**config.mk**
```make
export PLATFORM = sky130hd
export DESIGN_NAME = seq_mac_neuron_flat
export DESIGN_NICKNAME = d
export VERILOG_FILES = /design/src/rtl/nn_pkg.sv /design/src/rtl/seq_mac_neuron_if.sv /design/src/rtl/nn_sat_act.sv /design/src/rtl/seq_mac_neuron.sv /design/src/flat_wrapper.sv
export SDC_FILE = /design/constraint.sdc
export NUM_CORES = 1
export LEC_CHECK = 0
export CAP_MARGIN = 10
export CORE_MARGIN = 2
export CORE_UTILIZATION = 27
export CTS_CLUSTER_SIZE = 20
export DETAILED_ROUTE_END_ITERATION = 12
export MAX_ROUTING_LAYER = met4
export REMOVE_ABC_BUFFERS = 1
export SLEW_MARGIN = 20
export SYNTH_ARGS = -nofsm -noshare
export SYNTH_HDL_FRONTEND = slang
export SYNTH_SLANG_ARGS = --single-unit
```
**constraint.sdc**
```tcl
create_clock -name clk -period 3.1 [get_ports clk]
set_input_delay 0.93 -clock clk [delete_from_list [all_inputs] [get_ports clk]]
set_output_delay 0.93 -clock clk [all_outputs]
set_load 0.02 [all_outputs]
```
**src/rtl/nn_pkg.sv**
```systemverilog
// Shared types for the sequential neuron family:
// activation modes, FSM states and accumulator sizing.
package nn_pkg;

  typedef enum logic {
    ACT_LINEAR = 1'b0,
    ACT_RELU   = 1'b1
  } act_mode_e;

  typedef enum logic [1:0] {
    IDLE  = 2'd0,
    ACCUM = 2'd1,
    OUT   = 2'd2
  } neuron_state_e;

  // Wide enough that N_IN full products plus the bias cannot wrap.
  function automatic int acc_w(input int data_w, input int n_in);
    return 2 * data_w + $clog2(n_in + 1) + 1;
  endfunction

endpackage

```
**src/rtl/seq_mac_neuron_if.sv**
```systemverilog
// Control, operand stream and result stream of one neuron.
// master = sequencer side, slave = neuron side.
interface seq_mac_neuron_if #(
  parameter int DATA_W = 8
);
  logic                     start;
  logic signed [DATA_W-1:0] bias;
  logic                     act_mode;
  logic                     in_valid;
  logic                     in_ready;
  logic signed [DATA_W-1:0] x;
  logic signed [DATA_W-1:0] w;
  logic                     out_valid;
  logic                     out_ready;
  logic signed [DATA_W-1:0] out_val;
  logic                     sat;
  logic                     busy;

  modport master (
    output start, bias, act_mode,
    output in_valid, x, w, out_ready,
    input  in_ready, out_valid,
    input  out_val, sat, busy
  );

  modport slave (
    input  start, bias, act_mode,
    input  in_valid, x, w, out_ready,
    output in_ready, out_valid,
    output out_val, sat, busy
  );
endinterface

```
**src/rtl/nn_sat_act.sv**
```systemverilog
// Fixed-point rescale, saturation and optional ReLU
// from a wide accumulator down to the data width.
module nn_sat_act
  import nn_pkg::*;
#(
  parameter int IN_W  = 21,
  parameter int OUT_W = 8,
  parameter int FRAC  = 0
) (
  input  logic signed [IN_W-1:0]  acc,
  input  act_mode_e               mode,
  output logic signed [OUT_W-1:0] res,
  output logic                    sat
);

  localparam logic signed [IN_W-1:0] MAX =
    {{(IN_W-OUT_W+1){1'b0}}, {(OUT_W-1){1'b1}}};
  localparam logic signed [IN_W-1:0] MIN =
    {{(IN_W-OUT_W+1){1'b1}}, {(OUT_W-1){1'b0}}};

  logic signed [IN_W-1:0]  r;
  logic signed [OUT_W-1:0] clip;

  // shift toward -inf, clamp, then apply ReLU to the clamped value
  always_comb begin
    r    = acc >>> FRAC;
    clip = r[OUT_W-1:0];
    sat  = 1'b0;
    if (r > MAX) begin
      clip = MAX[OUT_W-1:0];
      sat  = 1'b1;
    end else if (r < MIN) begin
      clip = MIN[OUT_W-1:0];
      sat  = 1'b1;
    end
    res = clip;
    if (mode == ACT_RELU && clip[OUT_W-1])
      res = '0;
  end

endmodule

```
**src/rtl/seq_mac_neuron.sv**
```systemverilog
// Time-multiplexed neuron: one (x, w) pair per beat
// into a wide MAC, result held until consumed.
module seq_mac_neuron
  import nn_pkg::*;
#(
  parameter int DATA_W = 8,
  parameter int N_IN   = 8,
  parameter int FRAC   = 0
) (
  input logic clk,
  input logic rst_n,
  seq_mac_neuron_if.slave bus
);

  localparam int ACC_W  = acc_w(DATA_W, N_IN);
  localparam int PROD_W = 2 * DATA_W;
  localparam int CNT_W  = (N_IN > 1) ? $clog2(N_IN) : 1;

  neuron_state_e state;
  neuron_state_e state_nxt;

  logic signed [ACC_W-1:0]  acc;
  logic signed [ACC_W-1:0]  acc_sum;
  logic signed [ACC_W-1:0]  bias_ext;
  logic signed [PROD_W-1:0] prod;
  logic [CNT_W-1:0]         cnt;
  act_mode_e                mode;
  logic                     beat;
  logic                     last;
  logic signed [DATA_W-1:0] res;
  logic                     res_sat;
  logic signed [DATA_W-1:0] val_q;
  logic                     sat_q;

  assign prod = bus.x * bus.w;
  assign acc_sum = acc +
    {{(ACC_W-PROD_W){prod[PROD_W-1]}}, prod};
  assign bias_ext =
    {{(ACC_W-DATA_W){bus.bias[DATA_W-1]}}, bus.bias}
    <<< FRAC;

  assign beat = (state == ACCUM) && bus.in_valid;
  assign last = beat && (cnt == CNT_W'(N_IN - 1));

  nn_sat_act #(
    .IN_W (ACC_W),
    .OUT_W(DATA_W),
    .FRAC (FRAC)
  ) u_sat_act (
    .acc (acc_sum),
    .mode(mode),
    .res (res),
    .sat (res_sat)
  );

  // state register
  always_ff @(posedge clk or negedge rst_n) begin
    if (!rst_n) state <= IDLE;
    else        state <= state_nxt;
  end

  // next-state decode
  always_comb begin
    state_nxt = state;
    unique case (state)
      IDLE:    if (bus.start)     state_nxt = ACCUM;
      ACCUM:   if (last)          state_nxt = OUT;
      OUT:     if (bus.out_ready) state_nxt = IDLE;
      default:                    state_nxt = IDLE;
    endcase
  end

  // MAC, beat counter, captured mode and result hold
  always_ff @(posedge clk or negedge rst_n) begin
    if (!rst_n) begin
      acc   <= '0;
      cnt   <= '0;
      mode  <= ACT_LINEAR;
      val_q <= '0;
      sat_q <= 1'b0;
    end else if (state == IDLE && bus.start) begin
      acc  <= bias_ext;
      cnt  <= '0;
      mode <= act_mode_e'(bus.act_mode);
    end else if (beat) begin
      acc <= acc_sum;
      cnt <= cnt + CNT_W'(1);
      if (last) begin
        val_q <= res;
        sat_q <= res_sat;
      end
    end
  end

  assign bus.in_ready  = (state == ACCUM);
  assign bus.out_valid = (state == OUT);
  assign bus.busy      = (state != IDLE);
  assign bus.out_val   = val_q;
  assign bus.sat       = sat_q;

endmodule
```
**src/flat_wrapper.sv**
```systemverilog
// flat-port wrapper written by rule: the top's interface ports become plain ports
module seq_mac_neuron_flat import nn_pkg::*;
#(
  parameter int DATA_W = 8,
  parameter int N_IN   = 8,
  parameter int FRAC   = 0
)
  (clk, rst_n, bus_start, bus_bias, bus_act_mode, bus_in_valid, bus_x, bus_w, bus_out_ready, bus_in_ready, bus_out_valid, bus_out_val, bus_sat, bus_busy);
  seq_mac_neuron_if #(.DATA_W(DATA_W)) bus_i ();
  input logic clk;
  input logic rst_n;
  input wire logic [$bits(bus_i.start)-1:0] bus_start;
  input wire logic [$bits(bus_i.bias)-1:0] bus_bias;
  input wire logic [$bits(bus_i.act_mode)-1:0] bus_act_mode;
  input wire logic [$bits(bus_i.in_valid)-1:0] bus_in_valid;
  input wire logic [$bits(bus_i.x)-1:0] bus_x;
  input wire logic [$bits(bus_i.w)-1:0] bus_w;
  input wire logic [$bits(bus_i.out_ready)-1:0] bus_out_ready;
  output wire logic [$bits(bus_i.in_ready)-1:0] bus_in_ready;
  output wire logic [$bits(bus_i.out_valid)-1:0] bus_out_valid;
  output wire logic [$bits(bus_i.out_val)-1:0] bus_out_val;
  output wire logic [$bits(bus_i.sat)-1:0] bus_sat;
  output wire logic [$bits(bus_i.busy)-1:0] bus_busy;
  assign bus_i.start = bus_start;
  assign bus_i.bias = bus_bias;
  assign bus_i.act_mode = bus_act_mode;
  assign bus_i.in_valid = bus_in_valid;
  assign bus_i.x = bus_x;
  assign bus_i.w = bus_w;
  assign bus_i.out_ready = bus_out_ready;
  assign bus_in_ready = bus_i.in_ready;
  assign bus_out_valid = bus_i.out_valid;
  assign bus_out_val = bus_i.out_val;
  assign bus_sat = bus_i.sat;
  assign bus_busy = bus_i.busy;
  seq_mac_neuron #(.DATA_W(DATA_W), .N_IN(N_IN), .FRAC(FRAC)) u_core (.clk(clk), .rst_n(rst_n), .bus(bus_i));
endmodule
```
==> impl_results.md <==
* GP Congestion at 0.867
* Post-synth ARST share at 100%
* Outcome: complete, but fails checks
* GRT Resource Usage Total at between 10 and 15%
* Dpl hpwl at 11100 um
* Netlist cell types at 61
* Final WS setup at -3.89 ns
* Fin. max-slew vios at 0
* Synthesis-to-finish area growth at 65.6%
* CP Max Fanout at 8
* Area occupied by registers at roughly 900 um^2
* Synthesized flop and latch total at 36
* Post-Syn Area at 0.00533 mm^2
* Clock Tree Root: clkbuf_16
* Final hold vios at 0
* Crit Path Class: in -> reg
* FF-to-FF setup slack at -0.32 ns
* Most common cell after layout, fill and taps aside: buf_4
* Fillcell total at approximately 1800
* Number of global-route vias before repair at ~5100
* Slew HR at 46.2%
* DR vias at between 5000 and 6000
* Clk buf depth at 2
* H-tree levels at 2
* IO Count at 42
* Finish-stage setup viols at 27
* Failing checks: setup timing
* Most frequent cells in the layout: 130 x buf_4, 86 x inv_1, 53 x fa_1, 49 x buf_6, 41 x nand2_1
* Critical-path cell with the highest stage delay: fa_1
* Post-synth EDFFs at 0
* Top cell by count, worst path: fa_1
* Min Hold Slack at 0.501 ns
* Mean Syn Cell Area at around 8.7 um^2
* Routed WL at approximately 15000 um
* Worst Setup End Kind: flop
* RSZ-0062 raised after global routing: yes
* Tmin final at 6.99 ns
* Max incr delay on CP at about 0.54 ns
* Post-CTS Hold Fix Bufs at 0
* Final Skew at about 0.0038 ns
* Critical Path RT at around 3.3 ns
* Antenna Violating Nets Remaining at 0
* Starting Density at between 20 and 30%
* CTS tree: built
* Core region area at between 0.015 and 0.02 mm^2
* Ys Warns at 0
* First drt pass iteration count at 4
* Die X at about 140 um
* # diodes at 0
* Worst Path Arrival at between 7 and 8 ns
* PortBufs at between 40 and 50
* Layout net count at roughly 960
* Place WS at -4.86 ns
* Proportion of layout cells with a drive suffix above 1 at a little under half
* Most common flop cell mapped by yosys: dfrtp_1
* Sequential element share of the synthesized area at roughly 17%
* Initial drt markers at approximately 220
* Maximum clock rate at approximately 0.14 GHz
* Max-Cap Viols at 0
* Crit path launch type: input pin
* Initial antenna violation count at 0
* Gr ovfl total at 0
* Die height at between 100 and 150 um
* HP Class: reg -> reg
* Largest net degree at the start of global routing at 37
* Clk_lat worst skew at approximately 0.28 ns
* Row count at 51
* Measured slew at the worst slew-check pin at about 0.8 ns
* Clock transition at path regs at around 0.060 ns
* DRC violations left at 0
* Final period utilization at 226%
* Cts bufs inserted at 5
* Clk sink count at 36
* Die area at about 0.021 mm^2
* Wire per inst at between 10 and 15 um
* First-pass GRT wire length at around 24000 um
* Area of the multi-input gates at just over 0.005 mm^2
* Via density per instance at between 4 and 5
* Mapped Cells at between 600 and 700
[cells by family after synthesis]
group | count (synthesis) | synth area share (%)
fa+ha+maj | 107 | 33.0
compound gates | 123 | 16.2
flops | 36 | 16.9
simple gates | 192 | 18.9
mux | 4 | 0.798
buf+inv | 120 | 8.64
xor+xnor | 32 | 5.52
[per-layer routing]
layer / track usage (%) / up-vias / share of wire, %
met5: - / - / 0
met4: 2.91 / 0 / 2.4
met1: 18.0 / 2532 / 43
met2: 25.6 / 67 / 53
li1: - / 2467 / -
met3: 1.32 / 22 / 1.8
[worst paths after layout]
kind                               start                    end  cells past startpoint
setup / recovery                bus_w[7]  u_core.bus.out_val[6]                     27
max in group asynchronous          rst_n  u_core.bus.out_val[3]                      1
hold reg to reg            u_core.cnt[0]          u_core.cnt[0]                      1
hold / removal             u_core.cnt[0]          u_core.cnt[0]                      1
min in group asynchronous          rst_n         u_core.acc[20]                      1
setup reg to reg           u_core.acc[0]  u_core.bus.out_val[6]                     12
[area by class of cell]
class	count	share of cell area (%)
multi-input combinational	458	58.9
tap	265	3.76
timing repair buffer	212	21.0
inverter	106	4.51
clock buffer	5	1.42
sequential	36	10.2
clock inverter	3	0.213
[repair_timing]
action                     4_1_cts  5_1_grt
buffers inserted                25       16
resized for setup              223      133
setup endpoints to repair       28       28
pin swaps                       93       78
[stage by stage]
stage	instances	utilization, %	cell area, um^2	setup TNS (ns)
floorplan	600	-	5270	-78.05
global placement	1050	36.5	7080	-103.66
detailed placement	1050	36.5	7080	-104.18
CTS	1082	41.7	8090	-77.69
global route	1085	45.5	8820	-82.94
finish	1085	45.5	8820	-77.76
[flip-flops by register name (all words and copies together) (netlist names)]
| name | flops |
|---|---|
| u_core.cnt | 3 |
| u_core.bus.sat | 1 |
| u_core.acc | 21 |
| u_core.mode | 1 |
| u_core.state | 2 |
| u_core.bus.out_val | 8 |
[synthesized netlist by cell type (all sizes together) (8+ instances only)]
master  instances  area share, %
nor2b          11            1.3
nor2           28            2.0
a221o          13            2.4
and2           49            5.8
xnor2          26            4.3
nand2          53            3.7
inv           106            7.5
nand3          11            1.1
fa             56             21
ha             51             12
dfrtp          36             17
a21oi          33            3.1
a21o            8            1.1
o21ai          15            1.4
nor3            8           0.75
clkbuf          9           0.63
[critical path, delay by kind of cell]
family | cells | cell delay [ns]
adders and majority gates | 6 | 2.71
AOI/OAI and AO/OA | 9 | 1.74
and+or+nand+nor | 3 | 0.92
buffers and inverters | 8 | 0.71
xor gates and xnor gates | 1 | 0.13
Power is left out: the tool's default activity adds up to more than one toggle a clock period on the data nets, which glitch-free logic cannot reach.
